### config.mk
export PLATFORM = sky130hd
export DESIGN_NAME = alu_muldiv_flat
export DESIGN_NICKNAME = d
export VERILOG_FILES = /design/src/rtl/alu_muldiv_pkg.sv /design/src/rtl/alu_muldiv_if.sv /design/src/rtl/alu_muldiv_iter.sv /design/src/rtl/alu_muldiv.sv /design/src/flat_wrapper.sv
export SDC_FILE = /design/constraint.sdc
export NUM_CORES = 1
export LEC_CHECK = 0
export BUFFER_PORTS_ARGS = -buffer_cell sky130_fd_sc_hd__clkbuf_2
export CORE_MARGIN = 3
export CORE_UTILIZATION = 34
export DETAILED_ROUTE_END_ITERATION = 8
export GPL_TIMING_DRIVEN = 0
export SETUP_SLACK_MARGIN = 0.2
export SYNTH_ARGS = -nofsm -noshare
export SYNTH_HDL_FRONTEND = slang
export SYNTH_SLANG_ARGS = --single-unit
### constraint.sdc
create_clock -name clk -period 5.75 [get_ports clk]
set_clock_uncertainty 0.05 [all_clocks]
set_input_delay 0.2875 -clock clk [delete_from_list [all_inputs] [get_ports clk]]
set_output_delay 0.2875 -clock clk [all_outputs]
set_load 0.05 [all_outputs]
### src/rtl/alu_muldiv_pkg.sv
// Shared types for the alu_muldiv block: opcodes, multiply/divide FSM states, default width.
// Optional divider support is selected with ALU_MULDIV_DIV_EN.
package alu_pkg;

    localparam int ALU_WIDTH_DEF = 32;

    typedef enum logic [3:0] {
        OP_AND   = 4'b0000,
        OP_OR    = 4'b0001,
        OP_ADD   = 4'b0010,
        OP_XOR   = 4'b0011,
        OP_NOR   = 4'b0100,
        OP_SLTU  = 4'b0101,
        OP_SUB   = 4'b0110,
        OP_SLT   = 4'b0111,
        OP_MULT  = 4'b1000,
        OP_MULTU = 4'b1001,
        OP_DIV   = 4'b1010,
        OP_DIVU  = 4'b1011,
        OP_MFHI  = 4'b1100,
        OP_MFLO  = 4'b1101
    } alu_op_e;

    typedef enum logic [1:0] {
        MD_IDLE = 2'd0,
        MD_MUL  = 2'd1
`ifdef ALU_MULDIV_DIV_EN
        ,
        MD_DIV  = 2'd2
`endif
    } muldiv_state_e;

endpackage

### src/rtl/alu_muldiv_if.sv
// Issue/result bundle between the EX-stage control (master) and alu_muldiv (slave).
interface alu_muldiv_if #(
    parameter int WIDTH = alu_pkg::ALU_WIDTH_DEF
);
    logic             start;
    logic [3:0]       alu_op;
    logic [WIDTH-1:0] src_a;
    logic [WIDTH-1:0] src_b;
    logic [WIDTH-1:0] result;
    logic             zero;
    logic             overflow;
    logic             busy;
    logic             done;
    logic [WIDTH-1:0] hi;
    logic [WIDTH-1:0] lo;

    modport master (
        output start, alu_op, src_a, src_b,
        input  result, zero, overflow, busy, done, hi, lo
    );

    modport slave (
        input  start, alu_op, src_a, src_b,
        output result, zero, overflow, busy, done, hi, lo
    );
endinterface

### src/rtl/alu_muldiv_iter.sv
// Iterative magnitude multiply (shift-add) and, with ALU_MULDIV_DIV_EN, restoring divide.
// Final-cycle HI/LO (sign fixed) are presented combinationally alongside fin_o.
module muldiv_iter
    import alu_pkg::*;
#(
    parameter int WIDTH = ALU_WIDTH_DEF
) (
    input  logic             clk,
    input  logic             rst,
    input  logic             start_i,
`ifdef ALU_MULDIV_DIV_EN
    input  logic             is_div_i,
`endif
    input  logic             is_signed_i,
    input  logic [WIDTH-1:0] a_i,
    input  logic [WIDTH-1:0] b_i,
    output logic             busy_o,
    output logic             fin_o,
    output logic [WIDTH-1:0] hi_o,
    output logic [WIDTH-1:0] lo_o
);
    localparam int CW = $clog2(WIDTH);
    localparam logic [CW-1:0] LAST = CW'(WIDTH - 1);

    muldiv_state_e    state_q;
    logic [CW-1:0]    cnt_q;
    logic [WIDTH-1:0] acc_q, q_q, b_q;
    logic             neg_q;
`ifdef ALU_MULDIV_DIV_EN
    logic             rneg_q;
    logic [WIDTH:0]   trial;
    logic             ge;
`endif

    logic [WIDTH-1:0]   a_mag, b_mag, acc_d, q_d;
    logic [WIDTH:0]     mul_sum;
    logic [2*WIDTH-1:0] prod;

    assign a_mag  = (is_signed_i && a_i[WIDTH-1]) ? -a_i : a_i;
    assign b_mag  = (is_signed_i && b_i[WIDTH-1]) ? -b_i : b_i;
    assign busy_o = (state_q != MD_IDLE);
    assign fin_o  = busy_o && (cnt_q == LAST);

    // {acc_q,q_q} is the product register for multiply and {remainder,dividend/quotient} for divide
    always_comb begin
        mul_sum = {1'b0, acc_q} + {1'b0, (q_q[0] ? b_q : {WIDTH{1'b0}})};
        acc_d   = mul_sum[WIDTH:1];
        q_d     = {mul_sum[0], q_q[WIDTH-1:1]};
`ifdef ALU_MULDIV_DIV_EN
        trial = {acc_q, q_q[WIDTH-1]};
        ge    = (trial >= {1'b0, b_q});
        if (state_q == MD_DIV) begin
            acc_d = ge ? (trial[WIDTH-1:0] - b_q) : trial[WIDTH-1:0];
            q_d   = {q_q[WIDTH-2:0], ge};
        end
`endif
        prod = {acc_d, q_d};
        if (neg_q) begin
            prod = -prod;
        end
        hi_o = prod[2*WIDTH-1:WIDTH];
        lo_o = prod[WIDTH-1:0];
`ifdef ALU_MULDIV_DIV_EN
        if (state_q == MD_DIV) begin
            lo_o = neg_q  ? -q_d   : q_d;
            hi_o = rneg_q ? -acc_d : acc_d;
        end
`endif
    end

    always_ff @(posedge clk or posedge rst) begin
        if (rst) begin
            state_q <= MD_IDLE;
            cnt_q   <= '0;
            acc_q   <= '0;
            q_q     <= '0;
            b_q     <= '0;
            neg_q   <= 1'b0;
`ifdef ALU_MULDIV_DIV_EN
            rneg_q  <= 1'b0;
`endif
        end else begin
            case (state_q)
                MD_IDLE: begin
                    if (start_i) begin
                        cnt_q   <= '0;
                        acc_q   <= '0;
                        q_q     <= a_mag;
                        b_q     <= b_mag;
                        neg_q   <= is_signed_i & (a_i[WIDTH-1] ^ b_i[WIDTH-1]);
                        state_q <= MD_MUL;
`ifdef ALU_MULDIV_DIV_EN
                        rneg_q  <= is_signed_i & a_i[WIDTH-1];
                        if (is_div_i) begin
                            state_q <= MD_DIV;
                        end
`endif
                    end
                end
                default: begin
                    acc_q <= acc_d;
                    q_q   <= q_d;
                    cnt_q <= cnt_q + 1'b1;
                    if (cnt_q == LAST) begin
                        state_q <= MD_IDLE;
                    end
                end
            endcase
        end
    end
endmodule

### src/rtl/alu_muldiv.sv
// EX-stage ALU: single-cycle R-type ops plus iterative MULT/DIV with HI/LO registers.
// Divider present only when ALU_MULDIV_DIV_EN is defined; otherwise DIV/DIVU act as illegal ops.
module alu_muldiv
    import alu_pkg::*;
#(
    parameter int WIDTH = ALU_WIDTH_DEF
) (
    input  logic clk,
    input  logic rst,
    alu_muldiv_if.slave bus
);
    logic [WIDTH-1:0] result_q, result_d, hi_q, hi_d, lo_q, lo_d;
    logic             zero_q, zero_d, ovf_q, ovf_d, done_q, done_d;

    logic [WIDTH-1:0] a, b, sum, diff, simple_res, md_hi, md_lo;
    logic             issue, md_start, md_signed, md_busy, md_fin, simple_ovf;
`ifdef ALU_MULDIV_DIV_EN
    logic             md_div, div_zero;
`endif

    assign a     = bus.src_a;
    assign b     = bus.src_b;
    assign sum   = a + b;
    assign diff  = a - b;
    assign issue = bus.start && !md_busy;

    always_comb begin
        simple_res = '0;
        simple_ovf = 1'b0;
        md_start   = 1'b0;
        md_signed  = 1'b0;
`ifdef ALU_MULDIV_DIV_EN
        md_div     = 1'b0;
        div_zero   = 1'b0;
`endif
        case (bus.alu_op)
            OP_AND:  simple_res = a & b;
            OP_OR:   simple_res = a | b;
            OP_XOR:  simple_res = a ^ b;
            OP_NOR:  simple_res = ~(a | b);
            OP_ADD: begin
                simple_res = sum;
                simple_ovf = (a[WIDTH-1] == b[WIDTH-1]) && (sum[WIDTH-1] != a[WIDTH-1]);
            end
            OP_SUB: begin
                simple_res = diff;
                simple_ovf = (a[WIDTH-1] != b[WIDTH-1]) && (diff[WIDTH-1] != a[WIDTH-1]);
            end
            OP_SLT:  simple_res = {{(WIDTH-1){1'b0}}, ($signed(a) < $signed(b))};
            OP_SLTU: simple_res = {{(WIDTH-1){1'b0}}, (a < b)};
            OP_MULT: begin
                md_start  = 1'b1;
                md_signed = 1'b1;
            end
            OP_MULTU: md_start = 1'b1;
`ifdef ALU_MULDIV_DIV_EN
            OP_DIV, OP_DIVU: begin
                md_signed = (bus.alu_op == OP_DIV);
                if (b == '0) begin
                    div_zero = 1'b1;
                end else begin
                    md_start = 1'b1;
                    md_div   = 1'b1;
                end
            end
`endif
            OP_MFHI: simple_res = hi_q;
            OP_MFLO: simple_res = lo_q;
            default: simple_res = '0;
        endcase
    end

    // Engine completion and a new issue never coincide: issue requires busy low
    always_comb begin
        result_d = result_q;
        zero_d   = zero_q;
        ovf_d    = ovf_q;
        hi_d     = hi_q;
        lo_d     = lo_q;
        done_d   = 1'b0;
        if (md_fin) begin
            hi_d     = md_hi;
            lo_d     = md_lo;
            result_d = md_lo;
            zero_d   = (md_lo == '0);
            ovf_d    = 1'b0;
            done_d   = 1'b1;
        end else if (issue && !md_start) begin
            result_d = simple_res;
            zero_d   = (simple_res == '0);
            ovf_d    = simple_ovf;
            done_d   = 1'b1;
`ifdef ALU_MULDIV_DIV_EN
            if (div_zero) begin
                result_d = '1;
                zero_d   = 1'b0;
                ovf_d    = 1'b0;
                lo_d     = '1;
                hi_d     = a;
            end
`endif
        end
    end

    always_ff @(posedge clk or posedge rst) begin
        if (rst) begin
            result_q <= '0;
            zero_q   <= 1'b1;
            ovf_q    <= 1'b0;
            done_q   <= 1'b0;
            hi_q     <= '0;
            lo_q     <= '0;
        end else begin
            result_q <= result_d;
            zero_q   <= zero_d;
            ovf_q    <= ovf_d;
            done_q   <= done_d;
            hi_q     <= hi_d;
            lo_q     <= lo_d;
        end
    end

    muldiv_iter #(
        .WIDTH(WIDTH)
    ) u_iter (
        .clk        (clk),
        .rst        (rst),
        .start_i    (issue && md_start),
`ifdef ALU_MULDIV_DIV_EN
        .is_div_i   (md_div),
`endif
        .is_signed_i(md_signed),
        .a_i        (a),
        .b_i        (b),
        .busy_o     (md_busy),
        .fin_o      (md_fin),
        .hi_o       (md_hi),
        .lo_o       (md_lo)
    );

    assign bus.result   = result_q;
    assign bus.zero     = zero_q;
    assign bus.overflow = ovf_q;
    assign bus.done     = done_q;
    assign bus.busy     = md_busy;
    assign bus.hi       = hi_q;
    assign bus.lo       = lo_q;
endmodule
### src/flat_wrapper.sv
// flat-port wrapper written by rule: the top's interface ports become plain ports
module alu_muldiv_flat import alu_pkg::*;
#(
    parameter int WIDTH = ALU_WIDTH_DEF
)
  (clk, rst, bus_start, bus_alu_op, bus_src_a, bus_src_b, bus_result, bus_zero, bus_overflow, bus_busy, bus_done, bus_hi, bus_lo);
  alu_muldiv_if #(.WIDTH(WIDTH)) bus_i ();
  input  logic clk;
  input  logic rst;
  input wire logic [$bits(bus_i.start)-1:0] bus_start;
  input wire logic [$bits(bus_i.alu_op)-1:0] bus_alu_op;
  input wire logic [$bits(bus_i.src_a)-1:0] bus_src_a;
  input wire logic [$bits(bus_i.src_b)-1:0] bus_src_b;
  output wire logic [$bits(bus_i.result)-1:0] bus_result;
  output wire logic [$bits(bus_i.zero)-1:0] bus_zero;
  output wire logic [$bits(bus_i.overflow)-1:0] bus_overflow;
  output wire logic [$bits(bus_i.busy)-1:0] bus_busy;
  output wire logic [$bits(bus_i.done)-1:0] bus_done;
  output wire logic [$bits(bus_i.hi)-1:0] bus_hi;
  output wire logic [$bits(bus_i.lo)-1:0] bus_lo;
  assign bus_i.start = bus_start;
  assign bus_i.alu_op = bus_alu_op;
  assign bus_i.src_a = bus_src_a;
  assign bus_i.src_b = bus_src_b;
  assign bus_result = bus_i.result;
  assign bus_zero = bus_i.zero;
  assign bus_overflow = bus_i.overflow;
  assign bus_busy = bus_i.busy;
  assign bus_done = bus_i.done;
  assign bus_hi = bus_i.hi;
  assign bus_lo = bus_i.lo;
  alu_muldiv #(.WIDTH(WIDTH)) u_core (.clk(clk), .rst(rst), .bus(bus_i));
endmodule
* Word-level counts from Yosys, hierarchy flattened
Cells that the tools add are included.
** Word-level totals
- Register bits after elaboration :: 203
- Latch bits :: 0
- Memory bits (writable) :: 0
- Memory bits (read-only) :: 0
- Input bits :: 71
- Output and inout port bits :: 100
- Logic and storage cells :: 89
- Memories :: 0
** Operators by class
- Add/subtract/negate cells :: 7
- Multiply operators :: 0
- Divide/modulo/power cells :: 0
- Order comparisons :: 2
- Equal/unequal tests :: 17
- Shift-type cells :: 0
- Mux-type cells :: 25
- Bitwise logic cells :: 6
- Reduce and logical (&&, ||, !) cells :: 20
** Operators with widths (count)
- $pmux W32 S10 :: 1
- $mux W32 :: 9
- $logic_not A32 Y1 :: 2
- $lt A32 B32 Y1 :: 2
- $mux W64 :: 1
- $neg A32 Y32 :: 2
- $neg A64 Y64 :: 1
- $add A32 B32 Y33 :: 1
- $add A32 B32 Y32 :: 1
- $and A32 B32 Y32 :: 1
- $not A32 Y32 :: 1
- $or A32 B32 Y32 :: 1
- $sub A32 B32 Y32 :: 1
- $xor A32 B32 Y32 :: 1
- $eq A4 B3 Y1 const B :: 4
- $eq A4 B4 Y1 const B :: 4
- $mux W5 :: 2
- $eq A4 B2 Y1 const B :: 2
- $logic_and A1 B1 Y1 :: 8
- $mux W1 :: 8
- $mux W2 :: 3
- $reduce_bool A2 Y1 :: 3
- $add A5 B1 Y5 const B :: 1
- $eq A5 B5 Y1 const B :: 1
- other kinds (12) :: 16

* Depth between registers and ports, before layout
Gate-level depths: netlist (run 1).
- Depth after elaboration :: 7
- Mapped depth :: 15
- Gate-level depth less buffers :: 14

* By module
From an unflattened synthesis (run 1), not the netlist that was laid out.
** Unflattened totals
- Cell total of the unflattened synthesis :: 2488
- Area total of the unflattened synthesis :: 19947.9 sq um
** By module, submodules not included
- alu_muldiv :: instances 1, cells an instance 1390, area an instance 10915.5 sq um
- muldiv_iter :: instances 1, cells an instance 1098, area an instance 9032.4 sq um

* Worst setup path before layout (run 1)
Ideal clock, no wire load.
- Kind :: register -> register
- From :: register u_core.u_iter.q_q[0]
- To :: register u_core.hi_q[27], in the netlist u_core.bus.hi[27]
- Library setup time :: 0.122 ns
- Arrival :: 4.664 ns
- Setup slack :: 0.913 ns
- Cell stages (with the launch flop) :: 16
- Buffers on the path :: 2
- Cells stage by stage :: dfrtp_1 > clkbuf_1 > and2_1 > ha_1 > clkdlybuf4s50_2 > a21oi_1 > o221a_2 > o21ai_1 > or4_1 > and3_1 > or3_2 > or4_2 > or4_1 > o31ai_1 > xor2_1 > o21ai_1
** On the way
- Word-level cells in the longest chain between the ends :: 4
** RTL lines
- from (decl) :: RTL line alu_muldiv_iter.sv:27 : logic [WIDTH-1:0] acc_q, q_q, b_q;
- from (signal assigned) :: RTL line alu_muldiv_iter.sv:88 : q_q <= a_mag;
- from (signal assigned) :: RTL line alu_muldiv_iter.sv:102 : q_q <= q_d;
- $mux W32 * :: RTL line alu_muldiv_iter.sv:46 : mul_sum = {1'b0, acc_q} + {1'b0, (q_q[0] ? b_q : {WIDTH{1'b0}})};
- $add A32 B32 Y33 * :: RTL line alu_muldiv_iter.sv:46
- $neg A64 Y64 :: RTL line alu_muldiv_iter.sv:59 : prod = -prod;
- $mux W64 * :: RTL line alu_muldiv_iter.sv:58 : if (neg_q) begin
- to (signal assigned) :: RTL line alu_muldiv.sv:118 : hi_q <= hi_d;
- to (decl) :: RTL line alu_muldiv.sv:12 : logic [WIDTH-1:0] result_q, result_d, hi_q, hi_d, lo_q, lo_d;
Mark *: on every way between the ends. The rest lies on a longest branch, timed or not.
A chain may end at the register's enable or synchronous reset.

* Final worst setup path (run 1)
- From :: input bus_alu_op[2]
- To :: register u_core.zero_q, in the netlist u_core.bus.zero
** On the way
- Word-level cells in the longest chain between the ends :: 6
- Elaborated cells between the ends (all ways) :: 21
** RTL lines
- from (decl) :: RTL line flat_wrapper.sv:11 : input wire logic [$bits(bus_i.alu_op)-1:0] bus_alu_op;
- branches (longest 6 deep; another with $pmux W32 S10)
- to (signal assigned) :: RTL line alu_muldiv.sv:115 : zero_q <= zero_d;
- to (decl) :: RTL line alu_muldiv.sv:13 : logic zero_q, zero_d, ovf_q, ovf_d, done_q, done_d;
Parallel ways; which one is timed is not known. The select of a mux whose other input is x is not followed.

==> results of run 1 <==
[path summary, 6_finish.rpt]
| kind | slack (ns) | end |
|---|---|---|
| max | 0.21 | u_core.bus.zero |
| min | 0.07 | u_core.u_iter.q_q[15] |
| max reg2reg | 0.40 | u_core.bus.hi[28] |
| min reg2reg | 0.43 | u_core.u_iter.b_q[3] |
| max in group asynchronous | 4.18 | u_core.u_iter.b_q[17] |
| min in group asynchronous | 0.29 | u_core.bus.hi[31] |
[cells in the mapped netlist (49+ instances only)]
| library cell | n |
|---|---|
| nor3_1 | 56 |
| inv_1 | 108 |
| xor2_1 | 63 |
| xnor2_1 | 90 |
| ha_1 | 145 |
| nand3_1 | 63 |
| a21o_1 | 49 |
| clkbuf_1 | 130 |
| dfrtp_1 | 201 |
| nand2_1 | 295 |
| o21ai_0 | 248 |
| a21oi_1 | 151 |
| nor2_1 | 180 |
[report_power, final]
part / switching, W / total [W] / internal, W
Sequential: 0.000631 / 0.00261 / 0.00198
Clock: 0.000771 / 0.00182 / 0.00105
Combinational: 0.00349 / 0.00498 / 0.00149
Total: 0.00489 / 0.00942 / 0.00453
[flip-flops by register name, indices dropped and copies added (netlist names)]
signal and flops:
u_core.bus.hi 32, u_core.bus.lo 32, u_core.bus.result 32, u_core.u_iter.acc_q 32
u_core.u_iter.b_q 32, u_core.u_iter.q_q 32, u_core.u_iter.cnt_q 5, u_core.bus.done 1
u_core.bus.overflow 1, u_core.bus.zero 1, u_core.u_iter.neg_q 1, u_core.u_iter.state_q 1
[critical path: cells and delay by family]
family | cells | cell delay [ns]
buf+inv | 5 | 2.93
compound gates | 4 | 1.47
simple gates | 4 | 1.22
[final cells by class]
cell class                      count  area (sq um)
Antenna cell                        2          5.00
Buffer                            144           592
Clock buffer                       35           767
Clock inverter                     17           186
Fill cell                        5674         32500
Inverter                          108           409
Multi-Input combinational cell   1953         12700
Sequential cell                   202          5060
Tap cell                          696           871
Timing Repair Buffer              178           976
[metal layers]
layer | share of wire | global-route usage | up-vias
met1 | 0.43 | 0.442 | 10200
li1 | - | - | 9177
met3 | 0.095 | 0.0611 | 204
met4 | 0.047 | 0.126 | 10
met5 | 0.00068 | 0 | -
met2 | 0.43 | 0.492 | 1165
[cell usage in the layout (no fill, tap or decap), drive strengths merged, types with 20 or more instances in the layout]
cell,instances
xnor2,90
mux2i,23
a21o,49
o21ai,252
nand3,63
nor2b,20
and2,51
ha,145
nor4,22
xor2,63
a31oi,30
clkbuf,336
dfrtp,201
o211ai,22
a22oi,48
nand4,27
nor3,56
a221o,25
a21oi,151
nor2,180
inv,112
o31ai,42
nand2,295
a211oi,37
[cell families (layout without fill, tap and decap cells)]
logic type	after synthesis	after routing	synth area share
AND/OR/NAND/NOR	823	823	0.212
AO/OA/AOI/OAI	795	795	0.275
buffers and inverters	252	482	0.0531
flip-flops	202	202	0.270
XOR/XNOR	153	153	0.0715
adder cells (fa/ha/maj)	148	148	0.100
multiplexers	34	34	0.0189
other	0	2	0
[metrics by stage]
step                utilization  instances  setup slack, ns
CTS                       0.398       3333            0.231
global placement          0.378       3273           -0.649
floorplan                     -       2407            0.913
finish                    0.399       3335            0.212
detailed placement        0.380       3280           -0.264
global route              0.399       3333            0.208
[what timing repair did]
item / 4_1_cts / 5_1_grt
setup endpoints to repair: 9 / 9
hold buffers: 1 / 0
resized for setup: 4 / 5
setup buffers: 0 / 0
endpoints found under the hold margin: 23 / 0
pin swaps: 0 / 2
==> results_dict.tcl, run 1 <==
set metrics [dict create \
    outcome "completed" \
    synth-seq-cells 202 \
    reg2reg_depth 15 \
    finalCritPeriodShare 0.963 \
    setup_violations 0 \
    nets 2834 \
    dr.pass1.iters 6 \
    fp.dieW_microns 241 \
    cts.htree.levels 1 \
    grt-ovfl-total 0 \
    clk_latency_ns 0.60 \
    crit_type "in -> reg" \
    crit_path_max_fanout 10 \
    drc 0 \
    crit_slowest_cell "clkbuf_1" \
    hp-class "in -> reg" \
    routed_wl_microns 95100 \
    synth.area.top_cells "dfrtp_1 27%, ha_1 9.7%, o21ai_0 6.6%" \
    place_hpwl_microns 78200 \
    start_kind "input pin" \
    dieArea_sq_um 58000 \
    antenna_found_initial 6 \
    p_total_w 0.00942 \
    synth_ff_type "dfrtp_1" \
    synth_area_sq_um 18700 \
    vias 20800 \
    hold_start "bus_src_a[15]" \
    cts_root_buffer "clkbuf_16" \
    critPathMaxStageDelay_ns 0.88 \
    cts_tree "yes" \
    hold_viol_final 0 \
    fin_crit_ns 5.54 \
    synthCells 2407 \
    grt_max_degree 44 \
    gp_congestion 1.01 \
    clkTransAtPathRegs_ns 0.06 \
    syn_area_per_cell_sq_um 7.79 \
    synth_edf_count 0 \
    r2r_start "u_core.u_iter.q_q[0]" \
    leakagePower_nw 9.73 \
    port_buffers 170 \
    path_cells "clkbuf_2, clkbuf_1, clkbuf_1, clkbuf_1, buf_1, nor2_1, a32oi_1, o21ai_0, a211oi_1, nand4_1, nor4_2, nand4b_1, o31ai_1" \
    synth.top_cell.area_share 0.268 \
    wl_per_cell_microns 28.5 \
    relSlewSlack 0.0462 \
    crit_top_cell "clkbuf_1" \
    drive_gt1_frac 0.110 \
    drv_slew 0 \
    fmax_ghz 0.181 \
    peakVddDrop_v 0.000286 \
    grt_pass1_wl_microns 135000 \
    cts_sinks 202 \
    tightest_slew_ns 1.42 \
    placedInstanceArea_sq_um 20600 \
    powerDensity_nw_per_um2 436 \
    ys_types 89 \
    critPathCaptureType "flip-flop" \
    gr-usage-all-layers 0.319 \
    num_rows 85 \
    avgViaCountPerCell 6.23 \
    rsz0062_at_grt "false" \
    ios 171 \
    whs_path_depth 3 \
    numCtsBuffers 28 \
    ys_warn_count 0 \
    drtAntennaViolNets 0 \
    crit_arrival_ns 5.95 \
    required_ns 6.16 \
    drtIter0Drc 2515 \
    ys_seq_area_frac 0.270 \
    initial_core_util 0.346 \
    first_global_vias 19400 \
    async_reset_ff_frac 1.00 \
    finalSetupTns_ns 0 \
    synth_top_cell_by_area "dfrtp_1" \
    cts_buffer_depth 3 \
    stdcell_area_sq_um 21600 \
    core_sq_um 54100 \
    fp.dieH_microns 241 \
    crit_start "bus_alu_op[2]" \
    timing.hold.ws_ns 0.0744 \
    syn_nets 2626 \
    cap_violations 0 \
    area_growth_pct 15.2 \
]
No activity file was read; power rests on OpenSTA's default activity.
==> inputs of run 2 (changes only) <==
- clock period: 5.75 -> 7 ns (I/O delays scaled with it)
==> run 2 against run 1 <==
  * Highest routed layer unchanged
  * Clock power down 19%
  * Die area unchanged
  * Critical path type is now reg -> reg
  * Worst setup slack better by 0.86 ns
  * Largest cell class unchanged
  * First-iteration DRC count up 0.52%
  * Flip-flop and latch count unchanged
  * Largest power group unchanged
  * Core utilization down 0.26 points
  * Critical path depth up 2
  * Worst hold slack better by 0.070 ns
==> results_dict.tcl, run 2 (synthesis gave the netlist of run 1 again) <==
set metrics [dict create \
    fp.dieH_microns 241 \
    crit_top_cell "o21ai_1" \
    crit_slowest_cell "or4b_1" \
    dp_slack_ns 1.10 \
    vias 20800 \
    clkTransAtPathRegs_ns 0.06 \
    min_to "u_core.u_iter.q_q[17]" \
    cp_top_family "simple AND/OR/NAND/NOR gates" \
    grt-ovfl-total 0 \
    r2r_start "u_core.u_iter.q_q[0]" \
    required_ns 7.41 \
    leakagePower_nw 9.67 \
    fp.dieW_microns 241 \
    drtIter0Drc 2528 \
    setup_slack_ns 1.08 \
    cap_violations 0 \
    ios 171 \
    drv_slew 0 \
    antenna_cells 0 \
    layout_common_cells "295 x nand2_1, 247 x o21ai_0, 201 x dfrtp_1, 179 x nor2_1, 170 x clkbuf_2" \
    routed_wl_microns 96300 \
    cts_root_buffer "clkbuf_16" \
    crit_type "reg -> reg" \
    wl_met3_microns 8090 \
    peakVddDrop_v 0.000182 \
    cts_setup_buffers 0 \
    fin_crit_ns 5.92 \
    wl_met2_microns 41600 \
    worst-path-buf-inv 2 \
    num_rows 85 \
    avgViaCountPerCell 6.26 \
    rsz0062_at_grt "false" \
    cts_buffer_depth 3 \
    dieArea_sq_um 58000 \
    grt_max_degree 117 \
    tightest_slew_ns 1.28 \
    antenna_found_initial 3 \
    drive_gt1_frac 0.105 \
    wl_met1_microns 41900 \
    final_core_util 0.396 \
    cts_sinks 202 \
    gr-usage-all-layers 0.324 \
    critPathMaxStageDelay_ns 0.66 \
    fmax_ghz 0.169 \
    nets 2829 \
    grt_pass1_wl_microns 136000 \
    initial_core_util 0.346 \
    hold_viol_final 0 \
    core_sq_um 54100 \
    dr.pass1.iters 6 \
    cts.htree.levels 1 \
    powerDensity_nw_per_um2 359 \
    wl_per_cell_microns 29.0 \
    path_cells "clkbuf_1, and2_1, ha_1, clkdlybuf4s50_2, nand4_1, or2_2, o21ai_1, a31oi_1, xnor2_1, or3_2, or4b_1, or4_1, o31ai_1, xor2_1, o21ai_1" \
    start_kind "flip-flop" \
    outcome "completed" \
    cts_resized 0 \
    reg2reg_depth 15 \
    relSlewSlack 0.135 \
    routed.top_layer "met5" \
    gp_congestion 0.974 \
    final_common_cell "nand2_1" \
    area_growth_pct 14.5 \
    hp-class "in -> reg" \
    whs_path_depth 3 \
    critPathCaptureType "flip-flop" \
    cts_tree "yes" \
    first_global_vias 19400 \
    drc 0 \
    crit_path_max_fanout 10 \
    timing.hold.ws_ns 0.144 \
    timing.rr.end "u_core.bus.hi[27]" \
    finalCritPeriodShare 0.846 \
    hold_start "bus_src_a[17]" \
    port_buffers 170 \
    crit_arrival_ns 6.33 \
    ff2ff_setup_slack_ns 1.08 \
    setup_violations 0 \
    numCtsBuffers 27 \
    place_hpwl_microns 78600 \
    clk_latency_ns 0.58 \
    drtAntennaViolNets 0 \
]
-- run 2: worst max-delay path by stage --
stage                               startpoint              endpoint  slack (ns)  cells past startpoint
after floorplan                            rst       u_core.bus.done        1.09                      1
after global placement                     rst  u_core.bus.result[5]       -1.65                      2
after detailed placement         bus_alu_op[2]       u_core.bus.zero        1.10                     13
after CTS                 u_core.u_iter.q_q[0]     u_core.bus.hi[27]        1.19                     15
after global routing      u_core.u_iter.q_q[0]     u_core.bus.hi[27]        0.84                     15
final                     u_core.u_iter.q_q[0]     u_core.bus.hi[27]        1.08                     15
-- run 2: power breakdown --
| group | total, W | switching [W] | internal, W |
|---|---|---|---|
| Combinational | 0.00408 | 0.00286 | 0.00122 |
| Clock | 0.00148 | 0.000617 | 0.000862 |
| Sequential | 0.00215 | 0.000522 | 0.00163 |
| Total | 0.00771 | 0.00400 | 0.00371 |
-- run 2: cell type report --
| cell class | count | area [sq um] |
|---|---|---|
| buffer | 144 | 591 |
| clock buffer | 33 | 738 |
| clock inverter | 15 | 181 |
| fill | 5651 | 32700 |
| inverter | 108 | 413 |
| multi-input combinational | 1953 | 12700 |
| sequential | 202 | 5060 |
| tap | 696 | 871 |
| timing repair buffer | 174 | 903 |
-- run 2: worst reg2reg max path: stages, from the launching register on --
cell and delay [ns]:
dfrtp_1 0.51, clkbuf_1 0.26, and2_1 0.21, ha_1 0.27
clkdlybuf4s50_2 0.58, nand4_1 0.13, or2_2 0.29, o21ai_1 0.61
a31oi_1 0.20, xnor2_1 0.25, or3_2 0.52, or4b_1 0.66
or4_1 0.63, o31ai_1 0.33, xor2_1 0.23, o21ai_1 0.08
-- run 2: per-stage QoR --
stage | area (sq um) | power [W] | std cells | TNS (ns)
3_5_place_dp | 20500 | 0.00616 | 3276 | 0
3_3_place_gp | 20500 | 0.00609 | 3273 | -324.00
5_1_grt | 21500 | 0.00815 | 3325 | 0
2_1_floorplan | 18700 | 0.00481 | 2407 | 0
4_1_cts | 21400 | 0.00766 | 3325 | 0
6_report | 21500 | 0.00771 | 3325 | 0
-- run 2: what timing repair did --
action,4_1_cts,5_1_grt
hold endpoints to repair,85,0
hold buffers,1,0
setup endpoints to repair,0,0
-- run 2: layer usage --
layer / up-vias / GRT usage
met3: 223 / 0.0571
met4: 6 / 0.133
li1: 9171 / -
met5: - / 0
met2: 1153 / 0.504
met1: 10300 / 0.447
